[config.mk]
export PLATFORM = sky130hd
export DESIGN_NAME = mc_seq_ctrl_flat
export DESIGN_NICKNAME = d
export VERILOG_FILES = /design/src/rtl/mc_pkg.sv /design/src/rtl/mc_seq_ctrl_if.sv /design/src/rtl/mc_irq_prio.sv /design/src/rtl/mc_seq_ctrl.sv /design/src/flat_wrapper.sv
export SDC_FILE = /design/constraint.sdc
export NUM_CORES = 1
export LEC_CHECK = 0
export BUFFER_PORTS_ARGS = -buffer_cell sky130_fd_sc_hd__buf_2
export CELL_PAD_IN_SITES_DETAIL_PLACEMENT = 1
export CELL_PAD_IN_SITES_GLOBAL_PLACEMENT = 2
export CORE_MARGIN = 1.5
export CORE_UTILIZATION = 20
export DETAILED_ROUTE_END_ITERATION = 8
export PLACE_DENSITY = 0.8
export SLEW_MARGIN = 10
export SYNTH_ARGS = -nofsm -noshare
export SYNTH_HDL_FRONTEND = slang
export SYNTH_SLANG_ARGS = --single-unit
[constraint.sdc]
create_clock -name clk -period 1.87 [get_ports clk]
set_clock_uncertainty 0.2 [all_clocks]
set_input_delay 0.0935 -clock clk [delete_from_list [all_inputs] [get_ports clk]]
set_output_delay 0.0935 -clock clk [all_outputs]
set_load 0.005 [all_outputs]
[src/rtl/mc_pkg.sv]
// Shared encodings for the multicycle sequencer: instruction classes, FSM states and exception cause codes.
package mc_pkg;

    typedef enum logic [2:0] {
        CLS_ALU     = 3'd0,
        CLS_LOAD    = 3'd1,
        CLS_STORE   = 3'd2,
        CLS_BR      = 3'd3,
        CLS_JMP     = 3'd4,
        CLS_ERET    = 3'd5,
        CLS_MTC0    = 3'd6,
        CLS_ILLEGAL = 3'd7
    } cls_e;

    typedef enum logic [3:0] {
        ST_FETCH  = 4'd0,
        ST_DECODE = 4'd1,
        ST_EXEC   = 4'd2,
        ST_MDWAIT = 4'd3,
        ST_MEM    = 4'd4,
        ST_WB     = 4'd5,
        ST_BRANCH = 4'd6,
        ST_JUMP   = 4'd7,
        ST_ERET   = 4'd8,
        ST_DONE   = 4'd9,
        ST_EXC    = 4'd10
    } state_e;

    localparam logic [4:0] EXC_INT = 5'd0;
    localparam logic [4:0] EXC_IBE = 5'd6;
    localparam logic [4:0] EXC_DBE = 5'd7;
    localparam logic [4:0] EXC_RI  = 5'd10;

    // States in which the sequencer owns an outstanding bus request.
    function automatic logic is_bus_state(input state_e s);
        return (s == ST_FETCH) || (s == ST_MEM);
    endfunction

endpackage

[src/rtl/mc_seq_ctrl_if.sv]
// Memory/bridge handshake seen by the sequencer: request, write qualifier and completion.
interface mc_seq_ctrl_if;
    logic bus_req;
    logic bus_we;
    logic bus_rdy;

    modport master (output bus_req, output bus_we, input bus_rdy);
    modport slave  (input bus_req, input bus_we, output bus_rdy);
endinterface

[src/rtl/mc_irq_prio.sv]
// Masked interrupt priority encoder: any enabled request raises pend, lowest active index wins.
module mc_irq_prio #(
    parameter int IRQ_N = 6
) (
    input  logic [IRQ_N-1:0] irq,
    input  logic [IRQ_N-1:0] irq_mask,
    input  logic             en,
    output logic             pend,
    output logic [2:0]       irq_id
);

    logic [IRQ_N-1:0] act_s;

    assign act_s = irq & irq_mask & {IRQ_N{en}};
    assign pend  = |act_s;

    // Scan from the top line down so the lowest active index is written last.
    always_comb begin
        irq_id = 3'd0;
        for (int i = IRQ_N - 1; i >= 0; i--) begin
            irq_id = act_s[i] ? 3'(i) : irq_id;
        end
    end

endmodule

[src/rtl/mc_seq_ctrl.sv]
// Multicycle CPU sequencing FSM with variable-latency bus, mult/div stall and exceptions.
// Optional bus timeout (causes IBE/DBE) is built only when MC_BUS_TIMEOUT_EN is defined.
module mc_seq_ctrl
    import mc_pkg::*;
#(
    parameter int IRQ_N = 6
`ifdef MC_BUS_TIMEOUT_EN
    , parameter int TIMEOUT_W = 8
`endif
) (
    input  logic              clk,
    input  logic              rst,
    input  logic [2:0]        cls,
    input  logic              is_md,
    input  logic              link,
    input  logic              br_taken,
    input  logic              md_busy,
    input  logic [IRQ_N-1:0]  irq,
    input  logic [IRQ_N-1:0]  irq_mask,
    input  logic              ie,
    input  logic              exl,
    mc_seq_ctrl_if.master     bus,
    output logic              ir_we,
    output logic              pc_we,
    output logic              reg_we,
    output logic              cp0_we,
    output logic              exl_set,
    output logic              exl_clr,
    output logic [4:0]        exc_code,
    output logic [2:0]        irq_id,
    output logic              fetch
);

    state_e     state_r, state_nxt_s;
    cls_e       cls_s;
    logic       rdy_s, pend_s, tmo_hit_s;
    logic [2:0] pend_id_s, id_nxt_s, id_r;
    logic [4:0] cause_nxt_s, cause_r;
    logic       ir_we_s, pc_we_s, reg_we_s, cp0_we_s, exl_set_s, exl_clr_s;

    assign cls_s = cls_e'(cls);
    // A completion is only meaningful while a request is actually on the bus.
    assign rdy_s = bus.bus_rdy & ~rst;

    mc_irq_prio #(.IRQ_N(IRQ_N)) u_irq_prio (
        .irq      (irq),
        .irq_mask (irq_mask),
        .en       (ie & ~exl),
        .pend     (pend_s),
        .irq_id   (pend_id_s)
    );

`ifdef MC_BUS_TIMEOUT_EN
    localparam logic [TIMEOUT_W-1:0] TMO_LAST = {{(TIMEOUT_W-1){1'b1}}, 1'b0};
    logic [TIMEOUT_W-1:0] tmo_cnt_r;

    assign tmo_hit_s = is_bus_state(state_r) && !bus.bus_rdy && (tmo_cnt_r == TMO_LAST);

    // Wait-cycle counter, restarted whenever the FSM changes state.
    always_ff @(posedge clk or posedge rst) begin
        if (rst) begin
            tmo_cnt_r <= {TIMEOUT_W{1'b0}};
        end else if (state_nxt_s != state_r) begin
            tmo_cnt_r <= {TIMEOUT_W{1'b0}};
        end else if (is_bus_state(state_r) && !bus.bus_rdy) begin
            tmo_cnt_r <= tmo_cnt_r + {{(TIMEOUT_W-1){1'b0}}, 1'b1};
        end else begin
            tmo_cnt_r <= tmo_cnt_r;
        end
    end
`else
    assign tmo_hit_s = 1'b0;
`endif

    // State register.
    always_ff @(posedge clk or posedge rst) begin
        if (rst) begin
            state_r <= ST_FETCH;
        end else begin
            state_r <= state_nxt_s;
        end
    end

    // Cause and interrupt index captured on the way into EXC.
    always_ff @(posedge clk or posedge rst) begin
        if (rst) begin
            cause_r <= EXC_INT;
            id_r    <= 3'd0;
        end else if (state_nxt_s == ST_EXC) begin
            cause_r <= cause_nxt_s;
            id_r    <= id_nxt_s;
        end else begin
            cause_r <= cause_r;
            id_r    <= id_r;
        end
    end

    // Next-state and Moore strobes.
    always_comb begin
        state_nxt_s = state_r;
        ir_we_s     = 1'b0;
        pc_we_s     = 1'b0;
        reg_we_s    = 1'b0;
        cp0_we_s    = 1'b0;
        exl_set_s   = 1'b0;
        exl_clr_s   = 1'b0;
        cause_nxt_s = EXC_INT;
        id_nxt_s    = 3'd0;
        case (state_r)
            ST_FETCH: begin
                if (rdy_s) begin
                    ir_we_s     = 1'b1;
                    pc_we_s     = 1'b1;
                    state_nxt_s = ST_DECODE;
                end else if (tmo_hit_s) begin
                    state_nxt_s = ST_EXC;
                    cause_nxt_s = EXC_IBE;
                end else begin
                    state_nxt_s = ST_FETCH;
                end
            end
            ST_DECODE: begin
                case (cls_s)
                    CLS_ILLEGAL: begin
                        state_nxt_s = ST_EXC;
                        cause_nxt_s = EXC_RI;
                    end
                    CLS_LOAD, CLS_STORE: state_nxt_s = ST_MEM;
                    CLS_BR:              state_nxt_s = ST_BRANCH;
                    CLS_JMP:             state_nxt_s = ST_JUMP;
                    CLS_ERET:            state_nxt_s = ST_ERET;
                    default:             state_nxt_s = ST_EXEC;
                endcase
            end
            ST_EXEC: begin
                if (is_md) begin
                    state_nxt_s = ST_MDWAIT;
                end else if (cls_s == CLS_MTC0) begin
                    cp0_we_s    = 1'b1;
                    state_nxt_s = ST_DONE;
                end else begin
                    reg_we_s    = 1'b1;
                    state_nxt_s = ST_DONE;
                end
            end
            ST_MDWAIT: begin
                if (md_busy) begin
                    state_nxt_s = ST_MDWAIT;
                end else begin
                    state_nxt_s = ST_DONE;
                end
            end
            ST_MEM: begin
                if (rdy_s) begin
                    state_nxt_s = (cls_s == CLS_LOAD) ? ST_WB : ST_DONE;
                end else if (tmo_hit_s) begin
                    state_nxt_s = ST_EXC;
                    cause_nxt_s = EXC_DBE;
                end else begin
                    state_nxt_s = ST_MEM;
                end
            end
            ST_WB: begin
                reg_we_s    = 1'b1;
                state_nxt_s = ST_DONE;
            end
            ST_BRANCH: begin
                pc_we_s     = br_taken;
                state_nxt_s = ST_DONE;
            end
            ST_JUMP: begin
                pc_we_s     = 1'b1;
                reg_we_s    = link;
                state_nxt_s = ST_DONE;
            end
            ST_ERET: begin
                exl_clr_s   = 1'b1;
                pc_we_s     = 1'b1;
                state_nxt_s = ST_FETCH;
            end
            ST_DONE: begin
                if (pend_s) begin
                    state_nxt_s = ST_EXC;
                    cause_nxt_s = EXC_INT;
                    id_nxt_s    = pend_id_s;
                end else begin
                    state_nxt_s = ST_FETCH;
                end
            end
            ST_EXC: begin
                exl_set_s   = 1'b1;
                pc_we_s     = 1'b1;
                state_nxt_s = ST_FETCH;
            end
            default: state_nxt_s = ST_FETCH;
        endcase
    end

    // Reset gates the request combinationally so an in-flight beat is abandoned at once.
    assign bus.bus_req = is_bus_state(state_r) & ~rst;
    assign bus.bus_we  = (state_r == ST_MEM) & (cls_s == CLS_STORE) & ~rst;

    assign ir_we    = ir_we_s;
    assign pc_we    = pc_we_s;
    assign reg_we   = reg_we_s;
    assign cp0_we   = cp0_we_s;
    assign exl_set  = exl_set_s;
    assign exl_clr  = exl_clr_s;
    assign exc_code = (state_r == ST_EXC) ? cause_r : 5'd0;
    assign irq_id   = ((state_r == ST_EXC) && (cause_r == EXC_INT)) ? id_r : 3'd0;
    assign fetch    = (state_r == ST_FETCH);

endmodule

[src/flat_wrapper.sv]
// flat-port wrapper written by rule: the top's interface ports become plain ports
module mc_seq_ctrl_flat import mc_pkg::*;
#(
    parameter int IRQ_N = 6

)
  (clk, rst, cls, is_md, link, br_taken, md_busy, irq, irq_mask, ie, exl, ir_we, pc_we, reg_we, cp0_we, exl_set, exl_clr, exc_code, irq_id, fetch, bus_bus_req, bus_bus_we, bus_bus_rdy);
  mc_seq_ctrl_if bus_i ();
  input  logic clk;
  input  logic rst;
  input  logic [2:0] cls;
  input  logic is_md;
  input  logic link;
  input  logic br_taken;
  input  logic md_busy;
  input  logic [IRQ_N-1:0] irq;
  input  logic [IRQ_N-1:0] irq_mask;
  input  logic ie;
  input  logic exl;
  output logic ir_we;
  output logic pc_we;
  output logic reg_we;
  output logic cp0_we;
  output logic exl_set;
  output logic exl_clr;
  output logic [4:0] exc_code;
  output logic [2:0] irq_id;
  output logic fetch;
  output wire logic [$bits(bus_i.bus_req)-1:0] bus_bus_req;
  output wire logic [$bits(bus_i.bus_we)-1:0] bus_bus_we;
  input wire logic [$bits(bus_i.bus_rdy)-1:0] bus_bus_rdy;
  assign bus_bus_req = bus_i.bus_req;
  assign bus_bus_we = bus_i.bus_we;
  assign bus_i.bus_rdy = bus_bus_rdy;
  mc_seq_ctrl #(.IRQ_N(IRQ_N)) u_core (.clk(clk), .rst(rst), .cls(cls), .is_md(is_md), .link(link), .br_taken(br_taken), .md_busy(md_busy), .irq(irq), .irq_mask(irq_mask), .ie(ie), .exl(exl), .bus(bus_i), .ir_we(ir_we), .pc_we(pc_we), .reg_we(reg_we), .cp0_we(cp0_we), .exl_set(exl_set), .exl_clr(exl_clr), .exc_code(exc_code), .irq_id(irq_id), .fetch(fetch));
endmodule
* Word level (Yosys, flattened, before mapping)
Cells that the tools add are included.
** Word-level totals
- Register bits :: 12
- Bits of input ports :: 24
- Output and inout port bits :: 17
- Word-level logic and storage cells :: 69
** Cells by class
- Eq/ne operators :: 18
- Muxes and demuxes :: 31
- Bitwise operators :: 9
- Reduce and logical (&&, ||, !) cells :: 8
** Operator list (count)
- $pmux W4 S7 :: 1
- $mux W3 :: 9
- $mux W4 :: 6
- $pmux W4 S5 :: 1
- $eq A4 B3 Y1 const B :: 4
- $eq A4 B4 Y1 const B :: 4
- $and A6 B6 Y6 :: 2
- $eq A3 B3 Y1 const B :: 4
- $mux W1 :: 10
- $mux W5 :: 2
- $eq A4 B2 Y1 const B :: 2
- $eq A3 B2 Y1 const B :: 2
- $pmux W1 S3 :: 2
- $reduce_or A3 Y1 :: 2
- $reduce_or A6 Y1 :: 1
- $and A1 B1 Y1 :: 5
- $logic_not A5 Y1 :: 1
- $eq A4 B1 Y1 const B :: 1
- $logic_not A4 Y1 :: 1
- $eq A3 B1 Y1 const B :: 1
- $not A1 Y1 :: 2
- $reduce_or A2 Y1 :: 1
- $logic_and A1 B1 Y1 :: 1
- $logic_or A1 B1 Y1 :: 1

* Depth between registers and ports, before layout
- Depth in word-level cells :: 11
- Gate-level depth with buffers :: 6
- Mapped depth without buffers :: 5

* By module
From an unflattened synthesis, not the netlist that was laid out.
** Second synthesis, totals
- Cell total of the unflattened synthesis :: 103
- Area, all modules :: 837.1 um^2
** By module, submodules not included
- mc_seq_ctrl :: times used 1, cells each 87, area an instance 738.2 um^2
- mc_irq_prio :: times used 1, cells each 16, area an instance 98.8 um^2

* Worst setup path before layout
OpenSTA, ideal clock, no wires.
- Kind :: register to register
- Start :: reg u_core.state_r[0]
- End :: reg u_core.id_r[0]
- Data arrival time :: 1.480 ns
- Data required time :: 1.540 ns
- Setup slack :: 0.060 ns
- Stages on the path, launching flop included :: 6
- Path buffers :: 0
- Period minus slack after synthesis :: 1.810 ns
- Cell sequence :: dfrtp_1 -> or4b_4 -> nor3_2 -> a31oi_1 -> a21oi_2 -> o32ai_1
** On the way
- Longest elaborated chain between the ends :: 4
- Elaborated cells on any way between the ends :: 13
- Those cells by class :: eq/ne: 9; mux: 2; reduce/logical: 2
** Ends and longest elaborated chain
- from (decl) :: line mc_seq_ctrl.sv:34 : state_e state_r, state_nxt_s;
- from (signal assigned) :: line mc_seq_ctrl.sv:80 : state_r <= state_nxt_s;
- $eq A4 B3 Y1 :: line mc_seq_ctrl.sv:109 : case (state_r)
- $reduce_or A3 Y1 (no line)
- $pmux W4 S7 :: line mc_seq_ctrl.sv:109
- $eq A4 B4 Y1 :: line mc_seq_ctrl.sv:89 : end else if (state_nxt_s == ST_EXC) begin
- to (signal assigned) :: line mc_seq_ctrl.sv:91 : id_r <= id_nxt_s;
- to (signal assigned) :: line mc_seq_ctrl.sv:94 : id_r <= id_r;
- to (decl) :: line mc_seq_ctrl.sv:37 : logic [2:0] pend_id_s, id_nxt_s, id_r;
Parallel ways exist; a longest one is shown, timed or not.
A chain may end at the register's enable or synchronous reset.

* Final worst setup path
Ends and elaborated chain as after synthesis.

==> flow_summary.ini <==
[setup_path]
reg2regPathDepth = 5
slowest_delay_ns = 0.57
end_kind = flop
cp-startpoint = u_core.state_r[0]$_DFF_PP0_
path_class = flop to flop
crit_family = simple AND/OR/NAND/NOR gates
cp_max_fo = 4
r2r_start = u_core.state_r[0]$_DFF_PP0_
worst-path-stages = 5
cp.arrival_ns = 1.75
crit_chain = or4b_4, nor3_4, a31oi_2, a21oi_2, o32ai_2
start_kind = flop
path_buf_inv = 0
worstPathRequired_ns = 1.76
critical-path-slowest-cell = or4b_4

[clock_tree]
cts_root_buffer = clkbuf_8
cts_buffers = 3
cts_buffer_depth = 2
clkSlewWorstSetupHoldPaths_ns = 0.04
clkLatencyLatePin_ns = 0.22
cts_tree = done
clkSinkCount = 8
htree_levels = 1

[power]
sequentialPowerShare_pct = 25.7
ir_worst_vdd_mv = 0.231
power_switching_share_pct = 38.0
power_frac_comb_pct = 55.5
p_clk_share_pct = 18.8
power_density_mw_per_mm2 = 936
switching_power_uw = 401
leakagePower_nw = 0.528
p_int_uw = 654

[final_layout]
fin_nets = 169
insertedDiodeCount = 0
regArea_um2 = 200
multiInputGateArea_um2 = 546
fin_cells = 189
areaGrowthSynthToFinish_pct = 51.4
layout-drive-gt1-share_pct = 44.1
n_fill_cell = 442

[synth]
yosysWarnings = 0
ys_dominant_reg_cell = dfrtp_1
synthTopCellsByCount = 10 x nor2_1, 8 x dfrtp_1, 7 x nand2_1, 7 x nor3_1
syn_area_um2 = 744
ys_ff_latch = 8
synth_largest_area_cell = dfrtp_1
synth_top_area_share_pct = 26.9
ys_seq_area_share_pct = 26.9
synth.area.top_cells = dfrtp_1 27%, nor2_1 5.0%, nor3_1 4.7%
synth_cell_types = 36
async_reset_ff_share_pct = 100
synth_edf_count = 0
synthCells = 99
synth_most_common_cell = nor2_1
synth_area_per_cell_um2 = 7.52

[route]
first_pass_iters = 3
first_iter_violations = 44
drt-met1-wl_um = 1090
drt_drc_violations_left = 0
ant_nets = 0
met2RoutedLength_um = 1190
drt_wl_total_um = 2410
routedWlPerCell_um = 12.7
num_vias = 902
route.top_layer_used = met3
route.met3.wl_um = 125
vias_per_cell = 4.77

[grt]
overflow = 0
grt_max_degree = 17
antenna_found_initial = 0
grt_pass1_wl_um = 4020
grt_pass1_vias = 898
grt.total_usage_pct = 12.2

[place]
dp_cells = 183
io_buffers = 37
hpwl_um = 1970
place_ws_ns = 0.0340
finalWeightedCongestion = 0.878

[sta]
drv_slew = 0
rsz0062_at_grt = yes
hold_viol_final = 0
finalSetupViolCount = 0
finalCritPeriodShare_pct = 99.3
period_needed_ns = 1.86
max_freq_mhz = 538
setup_ws_ns = 0.0129

[floorplan]
start_util_pct = 21.6
die_h_um = 64.0
ios = 41
coreArea_mm2 = 0.00344
rows = 21
die_w_um = 64.0
dieArea_mm2 = 0.00410

[job]
drv_cap = 0

[run_status]
status = complete, no violations

[hold_path]
holdPathStages = 3
hp-class = input port to flop
hold_start = cls[0]
-- power groups by stage --
| stage | logic (mW) | clock network, mW | registers [mW] |
|---|---|---|---|
| after detailed placement | 0.524 | 0 | 0.276 |
| after global routing | 0.652 | 0.214 | 0.279 |
| after global placement | 0.509 | 0 | 0.269 |
| final | 0.585 | 0.198 | 0.271 |
| after floorplan | 0.303 | 0 | 0.281 |
| after CTS | 0.546 | 0.204 | 0.271 |
-- worst register-to-register path: cells and delay by family (launching register included) --
family,cells,cell delay (ns)
flops,1,0.37
compound gates,3,0.44
simple gates,2,0.71
-- path summary, 6_finish.rpt --
kind | to | slack, ns
max | u_core.id_r[0]$_DFFE_PP0N_ | 0.01
min | u_core.state_r[3]$_DFF_PP0_ | 0.06
min reg2reg | u_core.id_r[1]$_DFFE_PP0N_ | 0.34
max reg2reg | u_core.id_r[0]$_DFFE_PP0N_ | 0.01
max in group asynchronous | u_core.id_r[2]$_DFFE_PP0N_ | 1.02
min in group asynchronous | u_core.state_r[0]$_DFF_PP0_ | 0.21
-- what timing repair did --
item	4_1_cts	5_1_grt
setup buffers	1	0
pin swaps	1	8
hold buffers	2	0
cloned	0	0
endpoints found under the setup margin	1	5
endpoints found under the hold margin	9	0
resized for setup	1	12
-- placed cells by master, fill, tap and decap left out, types with 2 or more instances in the layout --
cell / count
buf_2: 36
conb_1: 3
nand2_1: 7
a22oi_1: 2
buf_6: 2
a21o_1: 2
dfrtp_1: 8
buf_4: 7
nor4_1: 4
nor2_1: 10
inv_1: 2
and2_1: 5
clkbuf_8: 3
dlygate4sd3_1: 2
nor3_1: 6
a21oi_1: 5
nand2b_1: 4
or2_4: 2
o21ai_0: 4
nand3_1: 4
nor2b_1: 4
-- routing by layer --
| layer | up-vias | track usage, % |
|---|---|---|
| li1 | 443 | - |
| met1 | 432 | 16.0 |
| met2 | 27 | 20.8 |
| met3 | 0 | 2.82 |
| met4 | 0 | 1.63 |
| met5 | - | 0 |
-- cell families after synthesis --
kind of cell	after synthesis	share of synthesized area [%]
AND/OR/NAND/NOR	56	43.0
AO/OA/AOI/OAI	23	20.8
buffers and inverters	10	7.23
flip-flops	8	26.9
multiplexers	1	1.51
other	1	0.504
-- registers in the layout, indices dropped and copies added (netlist names) --
name            cells
u_core.cause_r      1
u_core.id_r         3
u_core.state_r      4
-- per-stage QoR --
step | utilization, % | setup TNS, ns | power [mW] | hold WS, ns | area (µm²)
finish | 32.8 | 0 | 1.06 | 0.0600 | 1130
global placement | 29.1 | 0 | 0.778 | -0.117 | 1000
global route | 32.8 | -0.141 | 1.14 | 0.0789 | 1130
floorplan | - | 0 | 0.584 | -0.283 | 752
detailed placement | 29.1 | 0 | 0.800 | -0.110 | 1000
CTS | 31.2 | 0 | 1.02 | 0.0371 | 1070
-- cell type report --
type | instances | area share [%]
clock buffers | 3 | 3.66
inverters | 2 | 0.666
multi-input cells | 83 | 48.4
flip-flops and latches | 8 | 17.8
well taps | 46 | 5.11
repair buffers | 47 | 24.4
Note: power is estimated with default switching activity, not from simulation.
